--- config.mk ---
export PLATFORM = sky130hd
export DESIGN_NAME = mod_updown_counter
export DESIGN_NICKNAME = d
export VERILOG_FILES = /design/src/rtl/mod_updown_counter.sv
export SDC_FILE = /design/constraint.sdc
export NUM_CORES = 1
export LEC_CHECK = 0
export ABC_AREA = 1
export BUFFER_PORTS_ARGS = -buffer_cell sky130_fd_sc_hd__buf_2
export CAP_MARGIN = 20
export CORE_MARGIN = 2
export CORE_UTILIZATION = 57
export DETAILED_ROUTE_END_ITERATION = 7
export PLACE_DENSITY = 0.9
export SETUP_SLACK_MARGIN = 0.3
export SYNTH_ARGS = -nofsm -noshare
export SYNTH_HDL_FRONTEND = slang
export SYNTH_SLANG_ARGS = --single-unit
--- constraint.sdc ---
create_clock -name clk -period 2.5 [get_ports clk]
set_input_delay 0.5 -clock clk [delete_from_list [all_inputs] [get_ports clk]]
set_output_delay 0.5 -clock clk [all_outputs]
set_load 0.01 [all_outputs]
--- src/rtl/mod_updown_counter.sv ---
// Modulo-N up/down counter with load, enable, terminal-count and wrap flags.
// Optional Gray-coded output is built when COUNTER_GRAY_EN is defined.
module mod_updown_counter #(
  parameter int WIDTH     = 8,
  parameter int MOD_VALUE = 256,
  parameter bit SATURATE  = 1'b0
) (
  input  logic             clk,
  input  logic             rst,
  input  logic             en,
  input  logic             up_dn,
  input  logic             load,
  input  logic [WIDTH-1:0] load_val,
  output logic [WIDTH-1:0] count,
  output logic             tc,
`ifdef COUNTER_GRAY_EN
  output logic [WIDTH-1:0] gray,
`endif
  output logic             wrap
);

  localparam logic [WIDTH-1:0] MAX = WIDTH'(MOD_VALUE - 1);

  generate
    if (MOD_VALUE < 2 || longint'(MOD_VALUE) > (64'd1 << WIDTH)) begin : g_bad_mod
      $error("mod_updown_counter: illegal MOD_VALUE");
    end
  endgenerate

  logic [WIDTH-1:0] r_count;
  logic             r_wrap;
  logic [WIDTH-1:0] w_next;
  logic             w_wrap;
  logic             w_at_max;
  logic             w_at_min;

  assign w_at_max = (r_count == MAX);
  assign w_at_min = (r_count == '0);

  always_comb begin
    w_next = r_count;
    w_wrap = 1'b0;
    if (load) begin
      w_next = (load_val > MAX) ? MAX : load_val;
    end else if (en) begin
      if (up_dn) begin
        if (!w_at_max) begin
          w_next = r_count + 1'b1;
        end else if (!SATURATE) begin
          w_next = '0;
          w_wrap = 1'b1;
        end
      end else begin
        if (!w_at_min) begin
          w_next = r_count - 1'b1;
        end else if (!SATURATE) begin
          w_next = MAX;
          w_wrap = 1'b1;
        end
      end
    end
  end

  always_ff @(posedge clk) begin
    if (rst) begin
      r_count <= '0;
      r_wrap  <= 1'b0;
    end else begin
      r_count <= w_next;
      r_wrap  <= w_wrap;
    end
  end

`ifdef COUNTER_GRAY_EN
  // Encoded from the next value so gray lines up with count every cycle.
  logic [WIDTH-1:0] r_gray;

  always_ff @(posedge clk) begin
    if (rst) begin
      r_gray <= '0;
    end else begin
      r_gray <= w_next ^ (w_next >> 1);
    end
  end

  assign gray = r_gray;
`endif

  assign count = r_count;
  assign wrap  = r_wrap;
  assign tc    = en & ((up_dn & w_at_max) | (~up_dn & w_at_min));

endmodule

### Yosys cells after proc, flatten, opt, wreduce, memory -nomap -nowiden

Cells that the tools add are included.

| operators by class | value |
|---|---|
| $add $sub $neg | 2 |
| magnitude comparators | 1 |
| equality and inequality tests | 1 |
| mux-type cells | 9 |
| bitwise logic cells | 6 |
| reduce and logical (&&, ||, !) cells | 3 |

Operators by type and width:

| cell | count |
|---|---|
| 8-bit two-way mux | 6 |
| 8-bit by 1-bit adder with 8-bit output (second input constant) | 1 |
| 8-bit == test (second input constant) | 1 |
| 8-bit greater-than comparator (second input constant) | 1 |
| 8-bit zero test | 1 |
| 8-bit by 1-bit subtractor with 8-bit output (second input constant) | 1 |
| 1-bit bitwise AND | 3 |
| 1-bit two-way mux | 3 |
| 3-bit OR reduction | 1 |
| 1-bit NOT | 2 |
| 2-bit nonzero test | 1 |
| 1-bit bitwise OR | 1 |

| storage, ports and cells | value |
|---|---|
| register bits after elaboration | 9 |
| input port bits | 13 |
| output and inout bits | 10 |
| logic and storage cells | 24 |

### Depth between registers and ports, before layout

| logic depth | value |
|---|---|
| word-level depth | 5 |
| depth in mapped cells | 10 |
| gate-level depth less buffers | 9 |

### Worst setup path after synthesis

No wires, ideal clock.

| timing path | value |
|---|---|
| path type | reg2out |
| start point | register r_count[1] (netlist: count[1]) |
| end point | output tc |
| arrival | 1.358 ns |
| data required time | 2.000 ns |
| path slack | 0.642 ns |
| cell stages (with the launch flop) | 7 |
| buffers on the path | 0 |
| path through | dfxtp_1 -> ha_1 -> nand2_4 -> nor2_4 -> a21oi_2 -> o21bai_1 -> nor2_1 |

| between the ends | value |
|---|---|
| longest elaborated chain between the ends | 4 |
| elaborated cells on any way between the ends | 6 |
| classes of those cells | eq/ne (1); bitwise (4); reduce/logical (1) |

Ends and longest elaborated chain:

| what | line | text |
|---|---|---|
| start: declaration | 30 | `logic [WIDTH-1:0] r_count;` |
| start signal: assignment | 69 | `r_count <= w_next;` |
| 8-bit == test / 8-bit zero test (equally long branches) | 37, 38 |  |
| 1-bit bitwise AND | 91 | `assign tc = en & ((up_dn & w_at_max) \| (~up_dn & w_at_min));` |
| 1-bit bitwise OR * | 91 |  |
| 1-bit bitwise AND * | 91 |  |
| end: declaration | 15 | `output logic tc,` |

Mark *: on every way between the ends. The rest lies on a longest branch, timed or not.

### Worst setup path in the final report

| timing path | value |
|---|---|
| start point | register r_count[7] (netlist: count[7]) |
| end point | output tc |

Same word-level chain as after synthesis.

==> key figures <==
Setup path
  • CP max-delay cell: dfxtp_1
  • Startpoint Class: flip-flop
  • FF-to-FF path depth: 6
  • Critical path's most frequent cell: nor2_1
  • Crit path buf inv count: 1
  • FF-to-FF End: count[2]
  • Delay-heaviest family, CP: flip-flops
  • Crit Path Max Fanout: 7
  • Arrival @ worst endpoint: approximately 1.6 ns
  • Cell breakdown of the critical path: nand2_1 > nor2_1 > a21oi_2 > o21bai_1 > nor2_1 > buf_2
  • Crit. End Element: primary output
  • Reg-to-reg setup timing slack: 1.11 ns
  • Worst EP required: 2.00 ns
  • Setup CP Type: reg -> out
  • Largest stage delay, worst path: roughly 0.50 ns
  • R2R Path Start: count[0]

STA
  • Final setup skew: 0.002858 ns
  • RSZ-0062 raised after global routing: no
  • Fin crit share: 82.40%
  • Final setup viols: 0
  • Final hold viol count: 0
  • Fin Setup TNS: 0 ns
  • Max Freq: just under 0.5 GHz
  • Fin crit period: 2.060 ns
  • Slew headroom: 50.43%
  • Slew Viols, Final: 0
  • Slew @ Worst Pin: 0.7408 ns
  • Hold slack: 0.4900 ns

Global route
  • Remaining Overflow, GRT: 0
  • First-pass GRT wire length: 3.974 mm
  • Vias in the first global route: 913
  • Total track usage: 27.09%
  • Antenna violations before repair: 0
  • Largest net degree at the start of global routing: 13

Cells and area
  • Area Growth Syn to Fin: 12.66%
  • Final net count: 181
  • Fill count: 148
  • Share of cells above drive strength 1: 37.80%
  • Antenna cells: 0

Min path
  • Hold Crit Start: load_val[1]
  • Hold endpoint: count[1]
  • Worst hold stages: 3
  • Worst hold path type: in -> reg

Yosys
  • Synth unique cells: 34
  • Mapped Cells: 145
  • Sequential area share after synthesis: 18.23%
  • Yosys top cell area share: 18.23%
  • #FFs+latches synth: 9
  • Syn nets: about 160
  • Synth Warn #: 0
  • Synth area leader: dfxtp_1
  • Largest cells by area after synthesis: dfxtp_1 18%, nand2_1 13%, nand3_1 7.6%, buf_6 5.7%, nor2_1 5.7%
  • Netlist Area Pre-Place: roughly 990 um2
  • Avg Cell Area, Syn: 6.817 um2

Clock tree
  • CTS buffer count: 3
  • CTS tree: done
  • Clock root cell: clkbuf_4
  • Max H-tree Level: 1
  • Later-pin clock latency in the skew report: 0.28 ns
  • Cts-stage hold buffer count: 0
  • Clock tree buffer depth: 2
  • Clk sinks: 9
  • Clock Pin Slew Worst Setup and Hold Paths: roughly 0.070 ns

Power
  • Leak: 0.5131 nW
  • Power per Cell Area: between 400 and 500 nW/um2
  • Maximum vdd ir drop: 0.2705 mV

Die
  • Core box area: 1670 um2
  • # rows: 15
  • Io pins: 23
  • Die Ht: 45.64 um
  • Initial core utilization: 59.18%
  • Die W: about 46 um
  • Die ar.: 2083 um2

Detailed routing
  • DR iter-0 viols: 30
  • Detailed Route WL: 2.516 mm
  • Initial DRT Pass Iterations: 4
  • Wirelength per Cell: roughly 14 um
  • Via count: 1052
  • Drt drc: 0
  • Final antenna-violating net count: 0
  • Vias per cell: 5.812

Place
  • GPL Wtd Cong: 0.9181
  • Post-detail-place hpwl: approximately 1.9 mm
  • Port Buffer Count: 22

Outcome
  • Outcome: finished clean

Job
  • Maxcap violations: 0
-- where the power goes --
| part | switching [mW] | total, mW | internal (mW) | leakage [nW] |
|---|---|---|---|---|
| Combinational | 0.119 | 0.198 | 0.0787 | 0.421 |
| Sequential | 0.0317 | 0.187 | 0.156 | 0.0769 |
| Clock | 0.0626 | 0.125 | 0.0621 | 0.0150 |
-- repair_timing --
action                                 4_1_cts  5_1_grt
setup buffers                                0        0
endpoints found under the hold margin        0        0
pin swaps                                    0        0
setup endpoints to repair                    1        1
resized for setup                            1       11
-- synth_stat cells --
cell	number
nand2_1	33
nand3_1	15
nor2_1	15
dfxtp_1	9
inv_1	7
a21oi_2	6
buf_6	5
o21ai_1	5
a21oi_1	4
o21ai_0	4
a22oi_1	3
ha_1	3
nand2_2	3
nand2_4	3
nand4_1	3
nor2_4	3
buf_2	2
clkinv_2	2
inv_2	2
nand3_2	2
nor2_2	2
xnor2_1	2
a21boi_1	1
a31oi_1	1
buf_1	1
clkinv_4	1
inv_8	1
nor2_8	1
nor3b_1	1
nor4_2	1
o211ai_1	1
o21ai_2	1
o21bai_1	1
xor2_1	1
-- metrics by stage --
stage / cells / util, % / power (mW) / worst slack (ns) / cell area [um2]
4_1_cts: 181 / 64.94 / 0.5061 / 0.3205 / 1085
2_1_floorplan: 145 / - / 0.3403 / 0.6423 / 988.4
5_1_grt: 181 / 66.67 / 0.5453 / 0.3370 / 1114
3_3_place_gp: 177 / 63.30 / 0.3734 / 0.6096 / 1057
3_5_place_dp: 177 / 63.30 / 0.3797 / 0.5490 / 1057
6_report: 181 / 66.67 / 0.5099 / 0.4401 / 1114
-- worst max-delay path by stage --
stage               startpoint  end  slack (ns)  cells after the start
floorplan             count[1]   tc        0.64                      6
global placement      count[1]   tc        0.61                      7
detailed placement    count[1]   tc        0.55                      7
CTS                   count[0]   tc        0.32                      7
global route          count[0]   tc        0.34                      7
finish                count[7]   tc        0.44                      6
-- layout make-up --
type                            count  area, um2  area share, %
Multi-Input combinational cell    115      689.4          61.91
Clock buffer                        4      26.28          2.360
Sequential cell                     9      192.7          17.30
Inverter                           13      66.31          5.955
Timing Repair Buffer               23      117.6          10.56
Tap cell                           17      21.27          1.910
-- flip-flops by register name (all words and copies together), names as in the netlist --
| name | cells |
|---|---|
| wrap | 1 |
| count | 8 |
-- worst min-delay path, cell delays in order --
cell and delay (ns):
buf_2 0.09, nand2_1 0.05, a31oi_1 0.08
-- kinds of logic after synthesis --
family                   Yosys count  share of synthesized area [%]
adder cells (fa/ha/maj)            3                          3.798
XOR/XNOR                           3                          2.659
AO/OA/AOI/OAI                     27                          17.98
flip-flops                         9                          18.23
buffers and inverters             21                          13.54
AND/OR/NAND/NOR                   82                          43.80
-- placed cells by master (no fill, tap or decap), types with 3 or more instances in the layout --
cell type,n
o21ai_1,5
a21oi_2,6
a21oi_1,4
nand2_4,3
nand2_1,33
dfxtp_2,4
nor2_1,15
nor2_4,3
clkbuf_4,3
dfxtp_1,3
buf_2,22
nand3_1,15
inv_1,7
a22oi_1,3
nand4_1,3
o21ai_0,4
nand2_2,3
-- layer usage --
metal | up-vias | wire length [um] | global-route usage (%)
li1 | 511 | - | -
met1 | 479 | 1016 | 32.30
met2 | 50 | 1198 | 42.54
met3 | 12 | 196 | 8.333
met4 | 0 | 106 | 15.29
met5 | - | 0 | 0
Note: power is estimated with default switching activity, not from simulation.
